--- src/rtl/rv32im_mem_arbiter_pkg.sv ---
// Shared widths and encodings for the IFU/LSU memory arbiter.
package rv32im_mem_arbiter_pkg;

  localparam int API_ADDR_WIDTH = 32;
  localparam int API_DATA_WIDTH = 32;

  typedef enum logic {
    MEMARB_IDLE = 1'b0,
    MEMARB_BUSY = 1'b1
  } memarb_state_e;

  typedef enum logic {
    MEMARB_OWNER_IFU = 1'b0,
    MEMARB_OWNER_LSU = 1'b1
  } memarb_owner_e;

endpackage

--- src/rtl/rv32im_arb_pick.sv ---
// Combinational grant decision: LSU has fixed priority unless the IFU has been starved.
module rv32im_arb_pick (
  input  logic       idle_i,
  input  logic       ifu_req_i,
  input  logic       lsu_req_i,
  input  logic [3:0] starve_i,
  input  logic [3:0] limit_i,
  output logic       ifu_gnt_o,
  output logic       lsu_gnt_o
);

  logic starved_s;

  assign starved_s = (starve_i == limit_i);

  always_comb begin
    ifu_gnt_o = 1'b0;
    lsu_gnt_o = 1'b0;
    if (idle_i) begin
      if (lsu_req_i && !(ifu_req_i && starved_s)) begin
        lsu_gnt_o = 1'b1;
      end else begin
        ifu_gnt_o = ifu_req_i;
      end
    end else begin
      ifu_gnt_o = 1'b0;
      lsu_gnt_o = 1'b0;
    end
  end

endmodule

--- src/rtl/rv32im_mem_arbiter.sv ---
// Shares one memory port between IFU and LSU: one access at a time, rvalid one cycle after mem_ready.
module rv32im_mem_arbiter
  import rv32im_mem_arbiter_pkg::*;
#(
  parameter int unsigned STARVE_LIMIT = 4
) (
  input  logic                      clk_i,
  input  logic                      rst_n_i,
  input  logic                      ifu_req_i,
  input  logic [API_ADDR_WIDTH-1:0] ifu_addr_i,
  output logic                      ifu_gnt_o,
  output logic                      ifu_rvalid_o,
  output logic [API_DATA_WIDTH-1:0] ifu_rdata_o,
  input  logic                      lsu_req_i,
  input  logic                      lsu_we_i,
  input  logic [API_ADDR_WIDTH-1:0] lsu_addr_i,
  input  logic [3:0]                lsu_wmask_i,
  input  logic [API_DATA_WIDTH-1:0] lsu_wdata_i,
  output logic                      lsu_gnt_o,
  output logic                      lsu_rvalid_o,
  output logic [API_DATA_WIDTH-1:0] lsu_rdata_o,
  output logic                      mem_en_o,
  output logic                      mem_we_o,
  output logic [API_ADDR_WIDTH-1:0] mem_addr_o,
  output logic [3:0]                mem_wmask_o,
  output logic [API_DATA_WIDTH-1:0] mem_wdata_o,
  input  logic                      mem_ready_i,
  input  logic [API_DATA_WIDTH-1:0] mem_rdata_i
);

  localparam logic [3:0] LIMIT = 4'(STARVE_LIMIT);

  memarb_state_e             state_q, state_d;
  memarb_owner_e             owner_q, owner_d;
  logic [API_ADDR_WIDTH-1:0] addr_q, addr_d;
  logic                      we_q, we_d;
  logic [3:0]                wmask_q, wmask_d;
  logic [API_DATA_WIDTH-1:0] wdata_q, wdata_d;
  logic [3:0]                starve_q, starve_d;
  logic [API_DATA_WIDTH-1:0] ifu_rdata_q, ifu_rdata_d;
  logic [API_DATA_WIDTH-1:0] lsu_rdata_q, lsu_rdata_d;
  logic                      ifu_rvalid_q, ifu_rvalid_d;
  logic                      lsu_rvalid_q, lsu_rvalid_d;
  logic                      idle_s, busy_s;

  // Grants must stay low while reset is held, even though the FSM already reads IDLE.
  assign idle_s = (state_q == MEMARB_IDLE) && rst_n_i;
  assign busy_s = (state_q == MEMARB_BUSY);

  rv32im_arb_pick u_pick (
    .idle_i    (idle_s),
    .ifu_req_i (ifu_req_i),
    .lsu_req_i (lsu_req_i),
    .starve_i  (starve_q),
    .limit_i   (LIMIT),
    .ifu_gnt_o (ifu_gnt_o),
    .lsu_gnt_o (lsu_gnt_o)
  );

  always_comb begin
    state_d      = state_q;
    owner_d      = owner_q;
    addr_d       = addr_q;
    we_d         = we_q;
    wmask_d      = wmask_q;
    wdata_d      = wdata_q;
    ifu_rdata_d  = ifu_rdata_q;
    lsu_rdata_d  = lsu_rdata_q;
    ifu_rvalid_d = 1'b0;
    lsu_rvalid_d = 1'b0;
    case (state_q)
      MEMARB_IDLE: begin
        if (lsu_gnt_o) begin
          state_d = MEMARB_BUSY;
          owner_d = MEMARB_OWNER_LSU;
          addr_d  = {lsu_addr_i[API_ADDR_WIDTH-1:2], 2'b00};
          we_d    = lsu_we_i;
          wmask_d = lsu_we_i ? lsu_wmask_i : 4'b0000;
          wdata_d = lsu_wdata_i;
        end else if (ifu_gnt_o) begin
          state_d = MEMARB_BUSY;
          owner_d = MEMARB_OWNER_IFU;
          addr_d  = {ifu_addr_i[API_ADDR_WIDTH-1:2], 2'b00};
          we_d    = 1'b0;
          wmask_d = 4'b0000;
          wdata_d = '0;
        end else begin
          state_d = MEMARB_IDLE;
        end
      end
      MEMARB_BUSY: begin
        if (mem_ready_i) begin
          state_d = MEMARB_IDLE;
          if (owner_q == MEMARB_OWNER_IFU) begin
            ifu_rvalid_d = 1'b1;
            ifu_rdata_d  = mem_rdata_i;
          end else begin
            lsu_rvalid_d = 1'b1;
            lsu_rdata_d  = we_q ? lsu_rdata_q : mem_rdata_i;
          end
        end else begin
          state_d = MEMARB_BUSY;
        end
      end
      default: state_d = MEMARB_IDLE;
    endcase
  end

  always_comb begin
    if (ifu_gnt_o) begin
      starve_d = 4'd0;
    end else if (lsu_gnt_o && ifu_req_i && (starve_q < LIMIT)) begin
      starve_d = starve_q + 4'd1;
    end else begin
      starve_d = starve_q;
    end
  end

  always_ff @(posedge clk_i or negedge rst_n_i) begin
    if (!rst_n_i) begin
      state_q      <= MEMARB_IDLE;
      owner_q      <= MEMARB_OWNER_IFU;
      addr_q       <= '0;
      we_q         <= 1'b0;
      wmask_q      <= 4'b0000;
      wdata_q      <= '0;
      starve_q     <= 4'd0;
      ifu_rdata_q  <= '0;
      lsu_rdata_q  <= '0;
      ifu_rvalid_q <= 1'b0;
      lsu_rvalid_q <= 1'b0;
    end else begin
      state_q      <= state_d;
      owner_q      <= owner_d;
      addr_q       <= addr_d;
      we_q         <= we_d;
      wmask_q      <= wmask_d;
      wdata_q      <= wdata_d;
      starve_q     <= starve_d;
      ifu_rdata_q  <= ifu_rdata_d;
      lsu_rdata_q  <= lsu_rdata_d;
      ifu_rvalid_q <= ifu_rvalid_d;
      lsu_rvalid_q <= lsu_rvalid_d;
    end
  end

  assign mem_en_o     = busy_s;
  assign mem_we_o     = busy_s & we_q;
  assign mem_addr_o   = busy_s ? addr_q : '0;
  assign mem_wmask_o  = busy_s ? wmask_q : 4'b0000;
  assign mem_wdata_o  = busy_s ? wdata_q : '0;
  assign ifu_rvalid_o = ifu_rvalid_q;
  assign ifu_rdata_o  = ifu_rdata_q;
  assign lsu_rvalid_o = lsu_rvalid_q;
  assign lsu_rdata_o  = lsu_rdata_q;

endmodule

--- config.mk ---
export PLATFORM = sky130hd
export DESIGN_NAME = rv32im_mem_arbiter
export DESIGN_NICKNAME = d
export VERILOG_FILES = /design/src/rtl/rv32im_mem_arbiter_pkg.sv /design/src/rtl/rv32im_arb_pick.sv /design/src/rtl/rv32im_mem_arbiter.sv
export SDC_FILE = /design/constraint.sdc
export NUM_CORES = 1
export LEC_CHECK = 0
export BUFFER_PORTS_ARGS = -buffer_cell sky130_fd_sc_hd__buf_2
export CORE_ASPECT_RATIO = 1.5
export CORE_UTILIZATION = 32
export CTS_BUF_LIST = sky130_fd_sc_hd__clkbuf_4
export CTS_CLUSTER_SIZE = 28
export DETAILED_ROUTE_END_ITERATION = 8
export PLACE_DENSITY_LB_ADDON = 0.08
export SLEW_MARGIN = 20
export SYNTH_ARGS = -nofsm -noshare
export SYNTH_HDL_FRONTEND = slang
export SYNTH_SLANG_ARGS = --single-unit
--- constraint.sdc ---
create_clock -name clk_i -period 1.6 [get_ports clk_i]
set_input_delay 0 -clock clk_i [delete_from_list [all_inputs] [get_ports clk_i]]
set_output_delay 0 -clock clk_i [all_outputs]
set_load 0.02 [all_outputs]
==> results.md <==
- Status: complete, but fails checks
- Failing checks: setup timing
- Data required time of the worst path: 1.60 ns
- Multi-input gate area: about 3000 µm²
- H-tree Lvls: 4
- FF+latch area: ~3500 µm²
- Worst reg2reg startpoint: starve_q[1]
- Pin count of the biggest net entering global routing: approximately 140
- ANT nets after route: 0
- Reg clk slew, reported paths: ~0.14 ns
- Syn-to-layout area delta: 86.0%
- Share of cells above drive strength 1: approximately 56%
- Row Count: 61
- Hold_sp: lsu_wdata_i[7]
- Final setup margin: -0.229 ns
- Startpoint Class: flop
- Starting density of the core: between 30% and 40%
- Flop pwr share: between 30% and 40%
- Post-route cell area: 11400 µm²
- Switching Share: 36.5%
- Worst-Margin Slew: between 0.5 and 0.6 ns
- Power per cell area: between 1000 and 1500 nW/µm²
- Synth warnings: 0
- First-pass GRT wire length: about 32 mm
- WHS: roughly 0.22 ns
- Total gr overflow: 0
- Top_reg_cell synth: dfrtp_1
- Synth cell types: 38
- Hold EP: wdata_q[7]
- WP data arrival: 1.83 ns
- Seq cells post-synth: around 140
- Residual DRC: 0
- Setup violators final: between 150 and 200
- TritonCTS buffer count: 17
- Peak fanout along the critical path: 3
- RSZ-0062 raised after global routing: yes
- CP max stage delay: about 0.42 ns
- Worst clock skew: between 0.02 and 0.03 ns
- Slew headroom: roughly 62%
- Synth Instances: just over 500
- Worst VDD drop: roughly 0.00057 V
- Initial antenna violation count: 1
- CP Cell Sequence: inv_2 -> ha_4 -> and4b_4 -> nor2_4 -> buf_12 -> nor2_4 -> buf_6
- Critical-path top delay cell: dfrtp_1
- Die Ht: roughly 170 µm
- Clock Path Buffers: 2
- Post-synth ARST share: 100%
- Syn Area/Cell: between 10 and 15 µm²
- Internal Power: just under 0.01 W
- Post-synthesis sequential area ratio: 56.6%
- Clk pwr share: 16.5%
- Hold depth: 3
- Max-Cap Viols: 0
- Crit Path Class: flop to output pin
- Routed WL per cell: a little under 20 µm
- Endpoint class of the critical path: output pin
- Clk sinks: ~140
- Number of synthesized flops with an enable pin: 0
- Initial DRC count: between 200 and 300
- R2R setup slack: -0.21 ns
- Crit-path most repeated cell: nor2_4
- Final Hold Viols: 0
- Slew Limit Fails: 0
- CTS tree: yes
- Minimum clock period: between 1.5 and 2 ns
- Port Buffer Count: 269
- Sw Pwr: approximately 0.0056 W
- Core area: between 15000 and 20000 µm²
- Fin cells: 1216
- GR Util All Layers: 21.6%
- Final wirelength: around 24 mm
- Drt first pass iters: 4
- RePlAce Congestion: 0.789
- Depth of the worst register-to-register path: 8
- Combinational Power Share: around 48%
- Dpl cell area: between 7000 and 8000 µm²
- Ports: about 280
- Post-DR vias/cell: between 4 and 5
- DP Wirelength: between 10 and 15 mm
- Vias: 5968
- Final Cycle Share: 114%
- Post-Syn Area: 6150 µm²
- Die Area: 19800 µm²
- Critical R2R Capture: addr_q[9]
- Final setup TNS: -17.20 ns
- Root Buffer: clkbuf_4
- Final net count: between 1000 and 1500
- Max Clk Rate: about 0.55 GHz
- Die Width: between 100 and 150 µm
- Vias in the first global route: 6282
- Hold/Removal Path Class: input pin to flop
- Cell count after placement: about 1000
- Leak Pwr: 5.69 nW
- Fill count: ~1500
- Later-pin clock latency in the skew report: between 0.5 and 0.6 ns
-- worst max-delay path by stage --
stage	cells after the start	slack [ns]	to	start
after CTS	7	-0.28	ifu_gnt_o	starve_q[1]
after floorplan	6	0.07	lsu_rdata_o[21]	mem_en_o
final	7	-0.23	ifu_gnt_o	starve_q[1]
after global routing	7	-0.34	ifu_gnt_o	starve_q[1]
after global placement	6	0.09	addr_q[17]	starve_q[0]
after detailed placement	6	-0.03	addr_q[13]	starve_q[1]
-- cell families (layout without fill, tap and decap cells) --
| logic type | after synthesis | in the layout | share of synthesized area [%] |
|---|---|---|---|
| and+or+nand+nor | 143 | 143 | 12.5 |
| DFF | 139 | 139 | 56.6 |
| adders and majority gates | 2 | 2 | 0.407 |
| other | 1 | 3 | 0.0610 |
| AOI/OAI and AO/OA | 106 | 106 | 13.3 |
| buffers and inverters | 53 | 507 | 5.11 |
| muxes | 64 | 64 | 12.0 |
-- per-layer routing --
layer	track usage (%)	vias up	part of all wire (%)
li1	-	2701	-
met1	22.5	2961	38
met2	39.5	249	53
met3	5.67	57	5.2
met4	11.2	0	3.7
met5	0	-	0
-- cell usage in the layout (no fill, tap or decap), types with 3 or more instances in the layout --
cell           synthesis  routed
buf_12                 0      17
buf_16                 0      11
buf_4                  4      16
and2_4                 0      64
buf_8                  0       3
a32o_1                 4       4
buf_2                 26     200
and2_1                67       3
nor2_1                62      60
inv_6                  0       4
inv_1                  7       5
dfrtp_1              139     138
bufinv_16              0       3
a221oi_4               0       3
a21oi_1               30      30
dlygate4sd3_1          0     134
a221oi_2               2      27
clkbuf_16              0      11
buf_6                  9      77
mux2_4                 5      64
a22o_1                33      33
clkbuf_4               0      17
-- flip-flops by register name, summed over array words and instances, names as in the netlist, 4 cells and up --
name and count:
wdata_q 32, ifu_rdata_o 32, addr_q 30, wmask_q 4
lsu_rdata_o 32, starve_q 4
-- cell type report --
cell class              instances  area share [%]
diodes                          1          0.0219
clock buffers                  17            1.12
clock inverters                14            1.60
inverters                       7           0.230
multi-input cells             317            26.3
flip-flops and latches        139            30.4
well taps                     252            2.76
repair buffers                469            37.5
-- power by group through the flow --
stage | combinational [W] | clock, W | sequential [W]
floorplan | 0.00221 | 0 | 0.00640
global placement | 0.00504 | 0 | 0.00539
detailed placement | 0.00511 | 0 | 0.00543
CTS | 0.00655 | 0.00262 | 0.00539
global route | 0.00782 | 0.00277 | 0.00563
finish | 0.00739 | 0.00254 | 0.00548
-- Yosys cell counts (5+ instances only) --
master / count / share of area, %
and2_1: 67 / 6.8
a21oi_1: 30 / 2.4
a22o_1: 33 / 4.7
nor2_1: 62 / 3.8
buf_6: 9 / 1.6
inv_1: 7 / 0.43
a221oi_1: 28 / 4.0
buf_2: 26 / 2.1
dfrtp_1: 139 / 57
mux2_2: 59 / 11
clkbuf_1: 7 / 0.43
mux2_4: 5 / 1.2
-- through the flow --
step	setup slack, ns	util (%)	total power (W)
floorplan	0.0679	-	0.00861
global placement	0.0859	41.8	0.0104
detailed placement	-0.0336	41.8	0.0105
CTS	-0.284	57.4	0.0146
global route	-0.344	61.2	0.0162
finish	-0.229	61.2	0.0154
-- repair_timing --
action,4_1_cts,5_1_grt
gates cloned,13,14
endpoints found under the hold margin,278,0
setup endpoints to repair,83,338
buffers inserted,16,8
gates resized for setup,241,110
pin swaps,24,17
hold buffers,134,0
-- critical path, delay by kind of cell (launching register included) --
family / cells / cell delay [ns]
buffers and inverters: 3 / 0.34
flip-flops: 1 / 0.42
AND/OR/NAND/NOR: 3 / 0.41
adder cells (fa/ha/maj): 1 / 0.12
Note: power is estimated with default switching activity, not from simulation.
